$ cat src/rtl/booth_seq_multiplier.sv
// booth_seq_multiplier
// Sequential radix-2 Booth multiplier producing a 2*WIDTH-bit product,
// signed or unsigned, one Booth step per clock. Operands are widened to
// WIDTH+1 bits so unsigned full-scale values and the most negative signed
// value both run through the same two's-complement datapath without overflow.
// Valid/ready handshakes on input and output; one operation in flight.

module booth_seq_multiplier #(
    parameter int WIDTH = 32
) (
    input  logic                 clk,
    input  logic                 rst,
    input  logic                 in_valid,
    output logic                 in_ready,
    input  logic [WIDTH-1:0]     a,
    input  logic [WIDTH-1:0]     b,
    input  logic                 signed_op,
    output logic                 out_valid,
    input  logic                 out_ready,
    output logic [2*WIDTH-1:0]   product
);

    // Extended datapath width and a step counter wide enough to hold WIDTH+1.
    localparam int EW = WIDTH + 1;
    localparam int CW = $clog2(WIDTH + 2);

    typedef enum logic [1:0] {
        ST_IDLE = 2'd0,
        ST_CALC = 2'd1,
        ST_DONE = 2'd2
    } state_t;

    state_t               state_q,     state_d;
    logic [EW-1:0]        m_q,         m_d;
    logic [EW-1:0]        acc_q,       acc_d;
    logic [EW-1:0]        q_q,         q_d;
    logic                 q1_q,        q1_d;
    logic [CW-1:0]        count_q,     count_d;
    logic [2*WIDTH-1:0]   product_q,   product_d;
    logic                 in_ready_q,  in_ready_d;
    logic                 out_valid_q, out_valid_d;

    // Operand extension: the extra top bit is the sign for signed operations
    // and zero for unsigned, so both modes become plain signed arithmetic.
    logic [EW-1:0] a_ext;
    logic [EW-1:0] b_ext;

    assign a_ext = {signed_op & a[WIDTH-1], a};
    assign b_ext = {signed_op & b[WIDTH-1], b};

    // Booth recoding of the current multiplier bit pair {Q[0], Q_1}.
    // 10 -> subtract M, 01 -> add M, 00/11 -> keep ACC.
    logic          sub_sel;
    logic          op_active;
    logic [EW-1:0] addend;

    assign sub_sel   = q_q[0] & ~q1_q;
    assign op_active = q_q[0] ^ q1_q;
    assign addend    = m_q ^ {EW{sub_sel}};

    // Ripple-carry add/subtract: subtraction is ACC + ~M + 1, with the +1
    // entering as the carry into bit 0. The carry out of the top bit is
    // dropped because the widened ACC cannot overflow.
    logic [EW-1:0] sum;
    logic [EW-1:0] carry;

    assign carry[0] = sub_sel;

    generate
        for (genvar gi = 0; gi < EW; gi++) begin : g_addsub
            assign sum[gi] = acc_q[gi] ^ addend[gi] ^ carry[gi];
            if (gi < EW - 1) begin : g_carry
                assign carry[gi+1] = (acc_q[gi] & addend[gi])
                                   | (acc_q[gi] & carry[gi])
                                   | (addend[gi] & carry[gi]);
            end
        end
    endgenerate

    // Arithmetic right shift of {ACC, Q, Q_1} after the optional add/sub.
    logic [EW-1:0]      alu;
    logic [EW-1:0]      acc_sh;
    logic [EW-1:0]      q_sh;
    logic               q1_sh;
    logic [2*WIDTH-1:0] step_product;

    assign alu          = op_active ? sum : acc_q;
    assign acc_sh       = {alu[EW-1], alu[EW-1:1]};
    assign q_sh         = {alu[0], q_q[EW-1:1]};
    assign q1_sh        = q_q[0];
    // The low 2*WIDTH bits of the shifted {ACC, Q}; the top two are discarded.
    assign step_product = {acc_sh[WIDTH-2:0], q_sh};

    logic [CW-1:0] count_inc;
    logic          last_step;

    assign count_inc = count_q + CW'(1);
    assign last_step = (count_inc == CW'(EW));

    // Next-state and datapath update for the IDLE -> CALC -> DONE sequence.
    always_comb begin
        state_d     = state_q;
        m_d         = m_q;
        acc_d       = acc_q;
        q_d         = q_q;
        q1_d        = q1_q;
        count_d     = count_q;
        product_d   = product_q;
        in_ready_d  = in_ready_q;
        out_valid_d = out_valid_q;

        case (state_q)
            ST_IDLE: begin
                if (in_valid) begin
                    m_d        = a_ext;
                    q_d        = b_ext;
                    acc_d      = '0;
                    q1_d       = 1'b0;
                    count_d    = '0;
                    state_d    = ST_CALC;
                    in_ready_d = 1'b0;
                end
            end
            ST_CALC: begin
                acc_d   = acc_sh;
                q_d     = q_sh;
                q1_d    = q1_sh;
                count_d = count_inc;
                if (last_step) begin
                    state_d     = ST_DONE;
                    product_d   = step_product;
                    out_valid_d = 1'b1;
                end
            end
            ST_DONE: begin
                // in_ready stays low through the output handshake cycle.
                if (out_ready) begin
                    state_d     = ST_IDLE;
                    out_valid_d = 1'b0;
                    in_ready_d  = 1'b1;
                end
            end
            default: begin
                state_d     = ST_IDLE;
                in_ready_d  = 1'b1;
                out_valid_d = 1'b0;
            end
        endcase
    end

    // State register; reset aborts any operation in progress.
    always_ff @(posedge clk) begin
        if (rst) begin
            state_q     <= ST_IDLE;
            m_q         <= '0;
            acc_q       <= '0;
            q_q         <= '0;
            q1_q        <= 1'b0;
            count_q     <= '0;
            product_q   <= '0;
            in_ready_q  <= 1'b1;
            out_valid_q <= 1'b0;
        end else begin
            state_q     <= state_d;
            m_q         <= m_d;
            acc_q       <= acc_d;
            q_q         <= q_d;
            q1_q        <= q1_d;
            count_q     <= count_d;
            product_q   <= product_d;
            in_ready_q  <= in_ready_d;
            out_valid_q <= out_valid_d;
        end
    end

    assign in_ready  = in_ready_q;
    assign out_valid = out_valid_q;
    assign product   = product_q;

endmodule

$ cat config.mk
export PLATFORM = sky130hd
export DESIGN_NAME = booth_seq_multiplier
export DESIGN_NICKNAME = d
export VERILOG_FILES = /design/src/rtl/booth_seq_multiplier.sv
export SDC_FILE = /design/constraint.sdc
export NUM_CORES = 1
export LEC_CHECK = 0
export ABC_AREA = 1
export CAP_MARGIN = 20
export CORE_MARGIN = 5
export CORE_UTILIZATION = 51
export CTS_BUF_LIST = sky130_fd_sc_hd__clkbuf_2 sky130_fd_sc_hd__clkbuf_4 sky130_fd_sc_hd__clkbuf_8
export DETAILED_ROUTE_END_ITERATION = 7
export GPL_TIMING_DRIVEN = 0
export MAX_ROUTING_LAYER = met4
export PLACE_DENSITY = 0.82
export REMOVE_ABC_BUFFERS = 1
export SKIP_LAST_GASP = 1
export SYNTH_ARGS = -nofsm -noshare
export SYNTH_HDL_FRONTEND = slang
export SYNTH_SLANG_ARGS = --single-unit
export TNS_END_PERCENT = 1
$ cat constraint.sdc
create_clock -name clk -period 19.9 [get_ports clk]
set_clock_uncertainty 0.05 [all_clocks]
set_input_delay 2.985 -clock clk [delete_from_list [all_inputs] [get_ports clk]]
set_output_delay 2.985 -clock clk [all_outputs]
set_load 0.03 [all_outputs]
==> results.txt <==
status: completed
critical path class: reg -> reg
slowest stage delay, CP: 0.48 ns
H-tree depth: 4
Slew Limit Headroom: 28.4%
cell mode on critical path: fa_1
post-CTS sizing: 0
CORE AREA: 0.0153 mm2
Starting Density: 52.2%
CP startpoint: q_q[0]
power consumption: 769 uW
Total Nets Final: 1,203
CP startpoint kind: flip-flop
most numerous cell in the Yosys netlist: nand2_1
Clock Tree Root: clkbuf_8
Critical Path End: product[63]
Leak Pwr: 3.76 nW
largest cells by area after synthesis: dfxtp_1 43%, nand2_1 15%, fa_1 7.8%
largest net degree at the start of global routing: 70
Die Wd: 135 um
PD cells: 78.0 mW/mm2
Synth Register Bits: 173
die area: 0.0182 mm2
I/O pin total: 135
r2r endpoint: product[63]
Die H: 135 um
Vias/cell: 5.33
Total Wirelength: 19,600 um
IO buf count: 134
initial antenna violation count: 0
Max Fclk: 67.3 MHz
Setup TNS: 0 ns
crit path time final: 14.87 ns
RD Place Congestion: 0.770
period utilization: 74.7%
list of most frequent post-synthesis cells: 309 x nand2_1, 173 x dfxtp_1, 101 x a21oi_1
HPWL after detailed placement: 12,700 um
Yosys warning count: 0
Finished Layout Cells: 1,324
Area Growth Syn to Fin: 23.7%
Rows: 45
Post-Place Cells: 1,292
setup violators final: 0
Post-synth ARST share: 0%
Tightest Hold Check Type: reg -> reg
max cap viols: 0
diode count: 0
final antenna-violating net count: 0
CP required: 20.24 ns
Crit-path slowest cell: ha_2
Post-synth EDFFs: 0
Final Hold Violating Endpoints: 0
arrival time at the worst endpoint: 15.20 ns
critical path peak fanout: 21
DRC viols: 0
vias in the first global route: 6,636
Iter 0 DRT Violations: 587
final max-slew violation count: 0
Worst Setup End Kind: flip-flop
Reg-to-Reg Start: q_q[0]
setup bufs post-CTS: 0
R2R setup slack: 5.03 ns
DR vias: 7,052
VDD IR-drop max: 0.0522 mV
GRT overflow: 0
detailed-route wire length per cell: 14.8 um
share of post-route cells with drive strength above 1: 6.83%
mapped cell area: 0.00796 mm2
Synth cell types: 30
1st-pass router iterations: 5
RSZ-0062 raised after global routing: no
clock sink total: 173
most common flop cell mapped by yosys: dfxtp_1
Post-Syn Instances: 1,014
Reg2Reg Depth: 40
# hold bufs at CTS: 0
CTS Buffer Depth: 2
sequential share of the synthesized area: 43.5%
Synth area leader: dfxtp_1
top-area cell type share of the netlist area: 43.5%
total CTS buffers: 17
GRT Util Overall: 22.4%
first-pass GRT wire length: 32,600 um
syn_area_per_cell: 7.85 um2
CTS tree: done
clk_lat worst skew: 0.45 ns
slew at the pin closest to its max-slew limit: 1.07 ns
clock transition at the registers of the reported paths: 0.09 ns
==> report_power, final <==
part	leakage (nW)	switching, mW	internal (mW)	total (mW)
sequential	1.41	0.0118	0.362	0.374
clock	0.223	0.126	0.148	0.273
combinational	2.13	0.0749	0.0465	0.121
==> state kept, by name, indices dropped and copies added (netlist names) <==
name,count
product,64
m_q,33
q_q,33
acc_q,32
count_q,6
state_q,2
in_ready,1
out_valid,1
q1_q,1
==> how the worst min path moves through the flow <==
stage / startpoint / endpoint / slack [ns] / depth (start not counted)
2_1_floorplan: acc_q[0] / acc_q[0] / 0.38 / 2
3_3_place_gp: out_valid / out_valid / 0.40 / 2
3_5_place_dp: product[26] / product[26] / 0.40 / 2
4_1_cts: product[2] / product[2] / 0.41 / 2
5_1_grt: product[2] / product[2] / 0.43 / 2
6_report: product[2] / product[2] / 0.41 / 2
==> cells in the final DEF (no fill, tap or decap), drive strengths merged, types with 11 or more instances in the layout <==
master,count
nand3,70
a31oi,33
nor2,70
clkbuf,22
xor2,32
buf,11
a21oi,110
o21ai,68
clkdlybuf4s50,133
fa,31
nand2,311
inv,25
dfxtp,173
==> worst max-delay path, delay by kind of cell, from the launching register on <==
family / cells / cell delay, ns
adders and majority gates: 32 / 13.27
buffers and inverters: 4 / 0.49
AOI/OAI and AO/OA: 2 / 0.41
DFF: 1 / 0.37
and+or+nand+nor: 1 / 0.11
xor gates and xnor gates: 1 / 0.10
==> through the flow <==
step / hold slack (ns) / instance area [um2] / util (%) / worst slack [ns]
finish: 0.412 / 9850 / 64.6 / 5.03
CTS: 0.415 / 9850 / 64.6 / 4.97
global placement: 0.396 / 9170 / 60.1 / 4.06
global route: 0.433 / 9850 / 64.6 / 4.42
detailed placement: 0.403 / 9410 / 61.7 / 5.01
floorplan: 0.385 / 7560 / - / 5.24
==> cells by family after synthesis <==
kind of cell,share of synthesized area (%)
AND/OR/NAND/NOR,23.5
AO/OA/AOI/OAI,14.5
flip-flops,43.5
buffers and inverters,6.28
XOR/XNOR,3.96
adder cells (fa/ha/maj),8.26
==> layout make-up <==
cell class / count / area [um2]
clock buffer: 22 / 284
clock inverter: 10 / 163
fill: 1304 / 5400
inverter: 27 / 101
multi-input combinational: 737 / 4020
sequential: 173 / 3460
tap: 211 / 264
timing repair buffer: 144 / 1560
==> layer usage <==
metal  global-route usage [%]  up-vias  part of all wire (%)
met4                     6.61        0                   1.6
li1                         -     3465                     -
met2                     36.9      187                    50
met5                        -        -                     0
met1                     28.8     3373                    45
met3                     3.17       27                   4.3
(Power assumes the default switching activity.)
